==> src/rtl/conv_bin_bcd_corriente_pkg.sv <==
// Shared widths and FSM encoding for the binary-to-BCD setpoint converter.
package conv_bin_bcd_corriente_pkg;
  localparam int ANCHO_BIN = 10;
  localparam int NUM_DIG   = 4;
  localparam int ANCHO_CNT = $clog2(ANCHO_BIN);
  localparam int ANCHO_BCD = 4 * NUM_DIG;

  typedef enum logic [1:0] {
    IDLE  = 2'd0,
    SHIFT = 2'd1,
    DONE  = 2'd2
  } estado_t;
endpackage

==> src/rtl/conv_bin_bcd_corriente_ajuste.sv <==
// Double-dabble correction cell: a BCD digit of 5 or more gets +3 before the shift.
module ajuste_bcd_dig (
  input  logic [3:0] dig,
  output logic [3:0] ajustado
);
  assign ajustado = (dig >= 4'd5) ? dig + 4'd3 : dig;
endmodule

==> src/rtl/conv_bin_bcd_corriente.sv <==
// Iterative binary-to-BCD converter for the current setpoint, one bit per clock.
// Reconverts whenever valor changes or a request arrives; outputs change only at DONE.
module conv_bin_bcd_corriente
  import conv_bin_bcd_corriente_pkg::*;
(
  input  logic                 clk_nx,
  input  logic                 rst,
  input  logic [ANCHO_BIN-1:0] valor,
  input  logic                 conv_req,
  output logic [3:0]           bcd_mil,
  output logic [3:0]           bcd_cen,
  output logic [3:0]           bcd_dec,
  output logic [3:0]           bcd_uni,
  output logic                 ocupado,
  output logic                 listo
);
  estado_t              estado_reg, estado_next;
  logic [ANCHO_BIN-1:0] bin_reg, bin_next;
  logic [ANCHO_BIN-1:0] captura_reg, captura_next;
  logic [ANCHO_BIN-1:0] valor_prev_reg, valor_prev_next;
  logic [ANCHO_BCD-1:0] scratch_reg, scratch_next;
  logic [ANCHO_BCD-1:0] salida_reg, salida_next;
  logic [ANCHO_CNT-1:0] cnt_reg, cnt_next;
  logic                 pendiente_reg, pendiente_next;
  logic                 ocupado_reg, ocupado_next;
  logic                 listo_reg, listo_next;
  logic [ANCHO_BCD-1:0] ajustado;
  logic                 disparo;

  genvar gi;
  generate
    for (gi = 0; gi < NUM_DIG; gi++) begin : g_ajuste
      ajuste_bcd_dig u_ajuste (
        .dig      (scratch_reg[4*gi +: 4]),
        .ajustado (ajustado[4*gi +: 4])
      );
    end
  endgenerate

  assign disparo = (valor != valor_prev_reg) || conv_req || pendiente_reg;

  always_ff @(posedge clk_nx or posedge rst) begin
    if (rst) begin
      estado_reg     <= IDLE;
      bin_reg        <= '0;
      captura_reg    <= '0;
      valor_prev_reg <= '0;
      scratch_reg    <= '0;
      salida_reg     <= '0;
      cnt_reg        <= '0;
      pendiente_reg  <= 1'b1;
      ocupado_reg    <= 1'b0;
      listo_reg      <= 1'b0;
    end else begin
      estado_reg     <= estado_next;
      bin_reg        <= bin_next;
      captura_reg    <= captura_next;
      valor_prev_reg <= valor_prev_next;
      scratch_reg    <= scratch_next;
      salida_reg     <= salida_next;
      cnt_reg        <= cnt_next;
      pendiente_reg  <= pendiente_next;
      ocupado_reg    <= ocupado_next;
      listo_reg      <= listo_next;
    end
  end

  always_comb begin
    estado_next     = estado_reg;
    bin_next        = bin_reg;
    captura_next    = captura_reg;
    valor_prev_next = valor_prev_reg;
    scratch_next    = scratch_reg;
    salida_next     = salida_reg;
    cnt_next        = cnt_reg;
    pendiente_next  = pendiente_reg;
    ocupado_next    = ocupado_reg;
    listo_next      = 1'b0;

    // Requests arriving while busy are remembered and collapse into one rerun.
    if (estado_reg != IDLE && conv_req) begin
      pendiente_next = 1'b1;
    end

    case (estado_reg)
      IDLE: begin
        ocupado_next = 1'b0;
        if (disparo) begin
          bin_next       = valor;
          captura_next   = valor;
          scratch_next   = '0;
          cnt_next       = '0;
          pendiente_next = 1'b0;
          ocupado_next   = 1'b1;
          estado_next    = SHIFT;
        end
      end
      SHIFT: begin
        {scratch_next, bin_next} = {ajustado, bin_reg} << 1;
        cnt_next = cnt_reg + ANCHO_CNT'(1);
        if (cnt_reg == ANCHO_CNT'(ANCHO_BIN - 1)) begin
          estado_next = DONE;
        end
      end
      DONE: begin
        salida_next     = scratch_reg;
        valor_prev_next = captura_reg;
        listo_next      = 1'b1;
        ocupado_next    = 1'b0;
        estado_next     = IDLE;
      end
      default: begin
        estado_next = IDLE;
      end
    endcase
  end

  assign bcd_uni = salida_reg[3:0];
  assign bcd_dec = salida_reg[7:4];
  assign bcd_cen = salida_reg[11:8];
  assign bcd_mil = salida_reg[15:12];
  assign ocupado = ocupado_reg;
  assign listo   = listo_reg;
endmodule

==> config.mk <==
export PLATFORM = sky130hd
export DESIGN_NAME = conv_bin_bcd_corriente
export DESIGN_NICKNAME = d
export VERILOG_FILES = /design/src/rtl/conv_bin_bcd_corriente_pkg.sv /design/src/rtl/conv_bin_bcd_corriente_ajuste.sv /design/src/rtl/conv_bin_bcd_corriente.sv
export SDC_FILE = /design/constraint.sdc
export NUM_CORES = 1
export LEC_CHECK = 0
export ABC_AREA = 1
export CORE_ASPECT_RATIO = 2
export CORE_MARGIN = 2
export CORE_UTILIZATION = 50
export DETAILED_ROUTE_END_ITERATION = 7
export GPL_TIMING_DRIVEN = 0
export PLACE_DENSITY = 0.76
export SETUP_SLACK_MARGIN = 0.5
export SLEW_MARGIN = 20
export SYNTH_ARGS = -nofsm -noshare
export SYNTH_HDL_FRONTEND = slang
export SYNTH_SLANG_ARGS = --single-unit
==> constraint.sdc <==
create_clock -name clk_nx -period 2.1 [get_ports clk_nx]
set_input_delay 0.21 -clock clk_nx [delete_from_list [all_inputs] [get_ports clk_nx]]
set_output_delay 0.21 -clock clk_nx [all_outputs]
set_load 0.01 [all_outputs]
Yosys cells after proc, flatten, opt, wreduce, memory -nomap -nowiden

Cells that the tools add are included.

Bits in registers: 71
Output and inout bits: 18
Logic and storage cells: 54

Add/subtract/negate cells: 5
Magnitude comparators: 4
Equality and inequality tests: 6
Mux-type cells: 19
Reductions and logical operators: 10

Operator list:

| kind                                                | number |
|---|---|
| one-hot mux 16 bit (2 select lines)                 | 1 |
| one-hot mux 10 bit (2 select lines)                 | 1 |
| >= comparator 4 x 3 -> 1 bit, second input constant | 4 |
| two-way mux 16 bit                                  | 1 |
| two-way mux 4 bit                                   | 4 |
| adder 4 x 2 -> 4 bit, second input constant         | 3 |
| two-way mux 10 bit                                  | 1 |
| != test 10 bit                                      | 1 |
| one-hot mux 4 bit (2 select lines)                  | 1 |
| AND reduction 2 bit                                 | 3 |
| nonzero test 2 bit                                  | 3 |
| two-way mux 1 bit                                   | 5 |
| adder 4 x 1 -> 4 bit, second input constant         | 1 |
| equality test 4 bit, second input constant          | 1 |
| two-way mux 2 bit                                   | 2 |
| != test 2 bit, second input constant                | 2 |
| one-hot mux 2 bit (2 select lines)                  | 1 |
| adder 3 x 2 -> 3 bit, second input constant         | 1 |
| two-way mux 3 bit                                   | 1 |
| equality test 2 x 1 -> 1 bit, second input constant | 1 |
| equality test 2 bit, second input constant          | 1 |
| zero test 2 bit                                     | 1 |
| logical OR 1 bit                                    | 2 |
| one-hot mux 1 bit (2 select lines)                  | 1 |
| logical AND 1 bit                                   | 1 |

Logic depth before layout (Yosys ltp)

Gate-level depths: netlist of the first run.

Depth in word-level cells: 5
Gate-level depth with buffers: 11

Cells and area by module

Synthesis of the first run repeated with hierarchy kept, for this count alone.

Cell total of the unflattened synthesis: 459
Area total of the unflattened synthesis: 3604.7 um^2

By module, submodules not included:

| module                 | instances | cells each | area each (um^2) |
|---|---|---|---|
| conv_bin_bcd_corriente | 1         | 367        | 3064.2 |
| ajuste_bcd_dig         | 4         | 23         | 135.1 |

Least setup slack after synthesis of the first run

OpenSTA, ideal clock, no wires.

Kind: register -> register
From: register scratch_reg[0]
To: register scratch_reg[2]
Library setup time: 0.120 ns
Data arrival time: 1.214 ns
Required time: 1.980 ns
Slack: 0.766 ns
Cell stages (with the launch flop): 9
Buffers on the path: 0
Clock period less this slack: 1.334 ns
Path through: dfrtp_1 > inv_1 > ha_1 > inv_1 > nor2_1 > o21ai_0 > a21oi_1 > o21ai_0 > nand2_1

Word-level cells in the longest chain between the ends: 3
Elaborated cells between the ends (all ways): 4

Ends and longest elaborated chain:

| what                                                                        | line                               | RTL |
|---|---|---|
| from (decl)                                                                 | conv_bin_bcd_corriente.sv:21       | `logic [ANCHO_BCD-1:0] scratch_reg, scratch_next;` |
| from (signal assigned)                                                      | conv_bin_bcd_corriente.sv:59       | `scratch_reg <= scratch_next;` |
| adder 4 x 2 -> 4 bit / >= comparator 4 x 3 -> 1 bit (equally long branches) | conv_bin_bcd_corriente_ajuste.sv:6 | `assign ajustado = (dig >= 4'd5) ? dig + 4'd3 : dig;` |
| two-way mux 4 bit (*)                                                       | conv_bin_bcd_corriente_ajuste.sv:6 |  |
| one-hot mux 16 bit (2 select lines) (*)                                     | conv_bin_bcd_corriente.sv:85       | `case (estado_reg)` |

Mark *: on every way between the ends. The rest lies on a longest branch, timed or not.
A chain may end at the register's enable or synchronous reset.

Final worst setup path of the first run

From: register estado_reg[1]
To: register captura_reg[9]

Word-level cells in the longest chain between the ends: 2

Ends and longest elaborated chain:

| what                          | line                         | RTL |
|---|---|---|
| from (decl)                   | conv_bin_bcd_corriente.sv:17 | `estado_t estado_reg, estado_next;` |
| from (signal assigned)        | conv_bin_bcd_corriente.sv:55 | `estado_reg <= estado_next;` |
| zero test 2 bit               | conv_bin_bcd_corriente.sv:85 |  |
| AND reduction 2 bit (no line) | -                            |  |
| to (signal assigned)          | conv_bin_bcd_corriente.sv:57 | `captura_reg <= captura_next;` |
| to (decl)                     | conv_bin_bcd_corriente.sv:19 | `logic [ANCHO_BIN-1:0] captura_reg, captura_next;` |

No other way between the ends.

==> insert_results.sql, run 1 <==
INSERT INTO impl_metrics (metric_group, metric, value, unit) VALUES
('timing', 'clock_skew', '0.00464', 'ns'),
('placed_design', 'dp_hpwl', '5520', 'um'),
('clock_network', 'post-cts-setup-buffer-count', '0', ''),
('clock_network', 'worst_skew_pair_latency', '0.34', 'ns'),
('synth', 'synth_seq_cells', '71', ''),
('synth', 'synth_largest_area_cell', 'sky130_fd_sc_hd__dfrtp_1', ''),
('synth', 'synth_top_family_by_area', 'simple AND/OR/NAND/NOR gates', ''),
('drt', 'route.final.wire_length', '7680', 'um'),
('timing', 'finalSetupViolCount', '0', ''),
('timing', 'period_minus_slack', '1.51', 'ns'),
('synth', 'fraction_of_the_mapped_netlist_area_in_adder_cells', '3.66', '%'),
('synth', 'synth_sequential_area_ratio', '52.0', '%'),
('timing', 'slew_headroom', '63.9', '%'),
('timing', 'drv_slew', '0', ''),
('drt', 'via_per_inst', '5.18', ''),
('synth', 'synth_area_per_cell', '8.34', 'um^2'),
('flow_run', 'drv.max_cap_violation_count', '0', ''),
('placed_design', 'place.port_buffers', '30', ''),
('clock_network', 'cts-root-to-sink-buffers', '2', ''),
('synth', 'yosys.area.top_type_share', '51.2', '%'),
('pwr', 'power-per-cell-area', '1040', 'nW/um^2'),
('die', 'dieArea', '7560', 'um^2'),
('finish', 'n_fill_cell', '584', ''),
('synth', 'synthesis.nets', '433', ''),
('die', 'core_area', '6620', 'um^2'),
('synth', 'synth_top_cells_by_area', 'sky130_fd_sc_hd__dfrtp_1 (51%), sky130_fd_sc_hd__nand2_1 (14%), sky130_fd_sc_hd__o21ai_0 (7.5%)', ''),
('pwr', 'p_leak', '2.09', 'nW'),
('global_routing', 'grt_util_met1', '23.5', '%'),
('finish', 'drive_above_1_share', '11.8', '%'),
('global_routing', 'overall_global_routing_resource_usage', '22.7', '%'),
('synth', 'netlist-cell-type-count', '28', ''),
('critical_path', 'startpoint_type', 'register', ''),
('synth', 'synth.area.mux_share', '0', '%'),
('global_routing', 'grt_overflow_total', '0', ''),
('critical_path', 'critical_path_peak_fanout', '10', ''),
('synth', 'synth_area', '3420', 'um^2'),
('synth', 'async_flop_share', '100', '%'),
('outcome', 'status', 'finished, final reports clean', ''),
('die', 'vertical_die_dimension', '121', 'um'),
('synth', 'ys_top_cells_by_count', 'sky130_fd_sc_hd__nand2_1 (128), sky130_fd_sc_hd__dfrtp_1 (70), sky130_fd_sc_hd__o21ai_0 (51), sky130_fd_sc_hd__inv_1 (41), sky130_fd_sc_hd__nand3_1 (35)', ''),
('global_routing', 'groute.layer.met3.usage', '4.64', '%'),
('worst_hold_path', 'min_path_type', 'in -> async', ''),
('clock_network', 'tritoncts_clock_tree', 'done', ''),
('clock_network', 'num_cts_buffers', '9', ''),
('die', 'starting_utilization_of_the_core_area', '51.6', '%'),
('clock_network', 'clock_tree.htree_level_count', '3', ''),
('timing', 'grt_setup_unrepaired', 'yes', ''),
('global_routing', 'wire_length_of_the_first_global_routing_pass', '13300', 'um'),
('critical_path', 'worstPathArrival', '1.73', 'ns'),
('timing', 'setup_tns', '0', 'ns'),
('synth', 'synthesis.yosys.warnings', '0', ''),
('finish', 'antennaDiodeCount', '0', ''),
('global_routing', 'global_route.peak_usage_layer', 'met2', ''),
('clock_network', 'clock-sinks', '71', ''),
('synth', 'post_synth_inst_count', '410', ''),
('drt', 'drc', '0', ''),
('die', 'ios', '31', ''),
('drt', 'detail_route.wl_per_cell', '14.1', 'um'),
('timing', 'maxClockFrequency', '663', 'MHz'),
('timing', 'layout_worst_path_cycle_share', '71.8', '%'),
('die', 'dieWidth', '62.5', 'um'),
('critical_path', 'required', '2.32', 'ns'),
('drt', 'postRouteAntennaNets', '0', ''),
('clock_network', 'clk_pin_slew', '0.05', 'ns'),
('finish', 'area_growth', '22.4', '%'),
('global_routing', 'grt_pass1_vias', '2901', ''),
('synth', 'synth_xor_area_share', '0.512', '%'),
('global_routing', 'number_of_antenna_violations_at_the_first_check_in_global_routing', '0', ''),
('synth', 'yosys.area_share.simple', '22.5', '%'),
('global_routing', 'global_route.usage.met2', '42.8', '%'),
('critical_path', 'critical_path.endpoint_type', 'register', '');
==> worst paths after layout <==
| check | startpoint | to | slack (ns) | cells after the start |
|---|---|---|---|---|
| max in group asynchronous | rst | bin_reg[1] | 1.21 | 4 |
| min | rst | valor_prev_reg[8] | 0.21 | 2 |
| max | estado_reg[1] | captura_reg[9] | 0.59 | 5 |
| min in group clk_nx | conv_req | pendiente_reg | 0.41 | 3 |
| min reg2reg | captura_reg[1] | valor_prev_reg[1] | 0.48 | 2 |
| max reg2reg | estado_reg[1] | captura_reg[9] | 0.59 | 5 |
==> power by group <==
group	total [mW]	switching, mW	internal, mW
clock network	1.47	0.537	0.930
logic	1.08	0.561	0.520
registers	1.82	0.194	1.63
total	4.37	1.29	3.08
==> per-stage QoR <==
| step | total power [mW] | instance area, um^2 | worst slack, ns | utilization (%) | hold slack (ns) |
|---|---|---|---|---|---|
| floorplan | 2.45 | 3420 | 0.766 | - | 0.325 |
| global placement | 2.85 | 3830 | 0.201 | 57.9 | 0.456 |
| detailed placement | 2.91 | 3870 | 0.218 | 58.5 | 0.469 |
| CTS | 4.38 | 4170 | 0.507 | 62.9 | 0.220 |
| global route | 4.64 | 4190 | 0.483 | 63.2 | 0.256 |
| finish | 4.37 | 4190 | 0.592 | 63.2 | 0.209 |
==> worst max-delay path, cell delays in order (launching register included) <==
cell and delay (ns):
sky130_fd_sc_hd__dfrtp_1 0.40, sky130_fd_sc_hd__nor2_1 0.45, sky130_fd_sc_hd__nand2_4 0.20, sky130_fd_sc_hd__buf_8 0.20, sky130_fd_sc_hd__nand2_1 0.08, sky130_fd_sc_hd__o21ai_2 0.06
==> cell usage in the layout, fill, tap and decap left out, drive strengths merged, types with 2 or more instances in the layout <==
master,instances
inv,47
nand2,131
clkbuf,20
or2,3
o211ai,4
buf,14
nor2,13
dfrtp,70
a21oi,13
nand3,36
ha,10
clkdlybuf4s50,30
o21ai,60
clkinvlp,2
==> area by class of cell <==
cell class	count	area (um^2)	share of cell area (%)
plain buffers	16	118	2.81
well taps	88	110	2.63
clock buffers	16	292	6.96
flip-flops and latches	71	1780	42.5
inverters	49	191	4.57
repair buffers	32	340	8.13
multi-input cells	274	1360	32.4
==> kinds of logic (layout without fill, tap and decap cells) <==
kind of cell	Yosys count	count (layout)
xor+xnor	2	2
flops	71	71
fa+ha+maj	10	10
simple gates	185	185
buf+inv	65	113
compound gates	77	77
==> repair_timing <==
item                                    4_1_cts  5_1_grt
pin swaps                                     0        0
gates resized for setup                       1        8
endpoints found under the hold margin         0        0
endpoints found under the setup margin        1       18
==> layer usage <==
layer | wire, um | vias up | part of all wire [%]
met5 | 0 | - | 0
met3 | 208 | 12 | 2.7
met4 | 178 | 0 | 2.3
met2 | 4360 | 40 | 57
met1 | 2930 | 1380 | 38
li1 | - | 1395 | -
(Power assumes the default switching activity.)
==> run 2, diff against run 1 <==
Clock period 2.1 ns to 1.3 ns, I/O delays scaled along.
==> run 2 against run 1 <==
Against the previous run: the flow now finishes with violations (setup timing); combinational power up 130%; largest cell class is now multi-input gates; core utilization up 18 points; flip-flop and latch count unchanged; critical path depth up 6; clock skew up 0.0086 ns; die area unchanged.
==> insert_results.sql, run 2 (same netlist as run 1, synthesis figures left out) <==
INSERT INTO impl_metrics (metric_group, metric, value, unit) VALUES
('outcome', 'status', 'finished, violations left', ''),
('outcome', 'violations', 'setup timing', ''),
('drt', 'postRouteAntennaNets', '0', ''),
('timing', 'post-route-worst-setup-slack', '-0.411', 'ns'),
('drt', 'detail_route.wl_per_cell', '20.2', 'um'),
('clock_network', 'clock_tree.htree_level_count', '3', ''),
('timing', 'setup_tns', '-14.04', 'ns'),
('die', 'dieArea', '7560', 'um^2'),
('critical_path', 'crit_slowest_cell', 'sky130_fd_sc_hd__dfrtp_1', ''),
('pwr', 'p_leak', '2.55', 'nW'),
('timing', 'slew_headroom', '71.8', '%'),
('die', 'core_area', '6620', 'um^2'),
('timing', 'period_minus_slack', '1.71', 'ns'),
('critical_path', 'critical_path_buffers_and_inverters', '3', ''),
('critical_path', 'worst_path_largest_cell_delay', '0.40', 'ns'),
('flow_run', 'drv.max_cap_violation_count', '0', ''),
('drt', 'via_per_inst', '5.76', ''),
('die', 'placementRows', '42', ''),
('timing', 'grt_setup_unrepaired', 'yes', ''),
('timing', 'timing_worst_slew_pin_value', '0.423', 'ns'),
('clock_network', 'tritoncts_clock_tree', 'done', ''),
('critical_path', 'critical_path_peak_fanout', '6', ''),
('placed_design', 'place.port_buffers', '30', ''),
('clock_network', 'cts-root-to-sink-buffers', '2', ''),
('critical_path', 'required', '1.58', 'ns'),
('critical_path', 'reg2reg_from', 'valor_prev_reg[9]', ''),
('critical_path', 'critical_path.cell_chain', 'inv_2 > nor2_2 > nor2_1 > nand2_1 > nor2_2 > nand3_4 > nand2_8 > buf_8 > buf_8 > nand3_2 > nand2_2', ''),
('global_routing', 'grt_overflow_total', '0', ''),
('placed_design', 'dp_hpwl', '5510', 'um'),
('critical_path', 'worstPathArrival', '1.99', 'ns'),
('pwr', 'p_total', '8.22', 'mW'),
('clock_network', 'clk_pin_slew', '0.07', 'ns'),
('drt', 'first_pass_iters', '5', ''),
('clock_network', 'clock-sinks', '71', ''),
('clock_network', 'num_cts_buffers', '9', ''),
('finish', 'mostFrequentLayoutCells', 'sky130_fd_sc_hd__nand2_1 (82), sky130_fd_sc_hd__dfrtp_1 (68), sky130_fd_sc_hd__inv_1 (31)', ''),
('die', 'starting_utilization_of_the_core_area', '51.6', '%'),
('die', 'ios', '31', ''),
('die', 'vertical_die_dimension', '121', 'um'),
('timing', 'drv_slew', '0', ''),
('global_routing', 'wire_length_of_the_first_global_routing_pass', '16100', 'um'),
('finish', 'drive_above_1_share', '47.9', '%'),
('drt', 'drc', '0', ''),
('worst_hold_path', 'min_path_type', 'in -> async', ''),
('clock_network', 'hold_fix_buffers_cts', '0', ''),
('timing', 'finalSetupViolCount', '43', ''),
('finish', 'layout_commonest_cell', 'sky130_fd_sc_hd__nand2_1', ''),
('finish', 'area_growth', '58.1', '%'),
('finish', 'final_stage_net_count', '525', ''),
('drt', 'route.final.wire_length', '12000', 'um'),
('pwr', 'power-per-cell-area', '1520', 'nW/um^2'),
('critical_path', 'setup.worst_path.start', 'valor_prev_reg[9]', ''),
('drt', 'via_count', '3426', ''),
('global_routing', 'overall_global_routing_resource_usage', '28.0', '%'),
('global_routing', 'number_of_antenna_violations_at_the_first_check_in_global_routing', '0', ''),
('critical_path', 'critPathKind', 'reg -> reg', ''),
('critical_path', 'startpoint_type', 'register', ''),
('global_routing', 'pin_count_of_the_biggest_net_entering_global_routing', '33', ''),
('critical_path', 'critical_path.endpoint_type', 'register', ''),
('finish', 'n_fill_cell', '365', ''),
('placed_design', 'final_estimated_routing_congestion_in_global_placement', '0.825', ''),
('die', 'dieWidth', '62.5', 'um'),
('timing', 'holdWs', '0.177', 'ns'),
('timing', 'clock_skew', '0.0132', 'ns'),
('timing', 'timing.final.hold_violations', '0', ''),
('critical_path', 'setup.reg_to_reg.worst_slack', '-0.41', 'ns'),
('critical_path', 'top_delay_family_on_crit_path', 'simple AND/OR/NAND/NOR gates', ''),
('critical_path', 'r2r_cells', '11', ''),
('timing', 'maxClockFrequency', '584', 'MHz'),
('drt', 'drt-initial-drc-count', '267', ''),
('timing', 'layout_worst_path_cycle_share', '132', '%'),
('global_routing', 'grt_pass1_vias', '3411', ''),
('finish', 'antennaDiodeCount', '0', ''),
('clock_network', 'worst_skew_pair_latency', '0.35', 'ns'),
('clock_network', 'cts.root.buffer_cell', 'sky130_fd_sc_hd__clkbuf_16', ''),
('pwr', 'worst_ir_drop_on_vdd', '0.00105', 'V'),
('critical_path', 'r2r-end', 'bin_reg[9]', ''),
('critical_path', 'crit_cells', '11', '');
run 2: metrics by stage:
stage	area, um^2	utilization (%)	worst slack (ns)	std cells
floorplan	3600	-	0.0376	410
global placement	4010	60.6	-0.491	528
detailed placement	4060	61.3	-0.450	530
CTS	4980	75.2	-0.170	576
global route	5410	81.7	-0.478	595
finish	5410	81.7	-0.411	595
run 2: layout make-up:
type	instances	area [um^2]	share of cell area, %
Timing Repair Buffer	78	833	15.4
Tap cell	88	110	2.04
Timing Repair inverter	1	8.76	0.162
Inverter	49	203	3.75
Clock inverter	5	81.3	1.50
Buffer	16	224	4.14
Sequential cell	71	1780	32.9
Multi-Input combinational cell	276	1920	35.6
Clock buffer	11	243	4.49
run 2: where the power goes:
group / total, mW / internal [mW] / switching, mW
logic: 2.47 / 1.11 / 1.36
registers: 3.04 / 2.63 / 0.405
clock network: 2.72 / 1.73 / 0.985
total: 8.22 / 5.47 / 2.75
run 2: routing by layer:
metal / up-vias / track usage, % / wire [um]
met1: 1664 / 26.5 / 3920
met3: 84 / 6.77 / 622
met2: 179 / 50.8 / 6530
li1: 1499 / - / -
met5: - / 0 / 0
met4: 0 / 21.1 / 936
run 2: tightest hold or removal path, stage by stage:
cell	delay, ns
sky130_fd_sc_hd__clkdlybuf4s50_1	0.44
sky130_fd_sc_hd__clkinvlp_4	0.12
sky130_fd_sc_hd__buf_16	0.18
run 2: what timing repair did:
| action | CTS | global route |
|---|---|---|
| pin swaps | 17 | 16 |
| gates resized for setup | 158 | 60 |
| buffers inserted | 21 | 16 |
| setup endpoints to repair | 121 | 89 |
| gates cloned | 9 | 3 |
run 2: worst max path at each step:
stage / end
after detailed placement: bin_reg[3]
final: bin_reg[9]
after CTS: bin_reg[4]
after global routing: scratch_reg[9]
after global placement: salida_reg[12]
after floorplan: captura_reg[7]
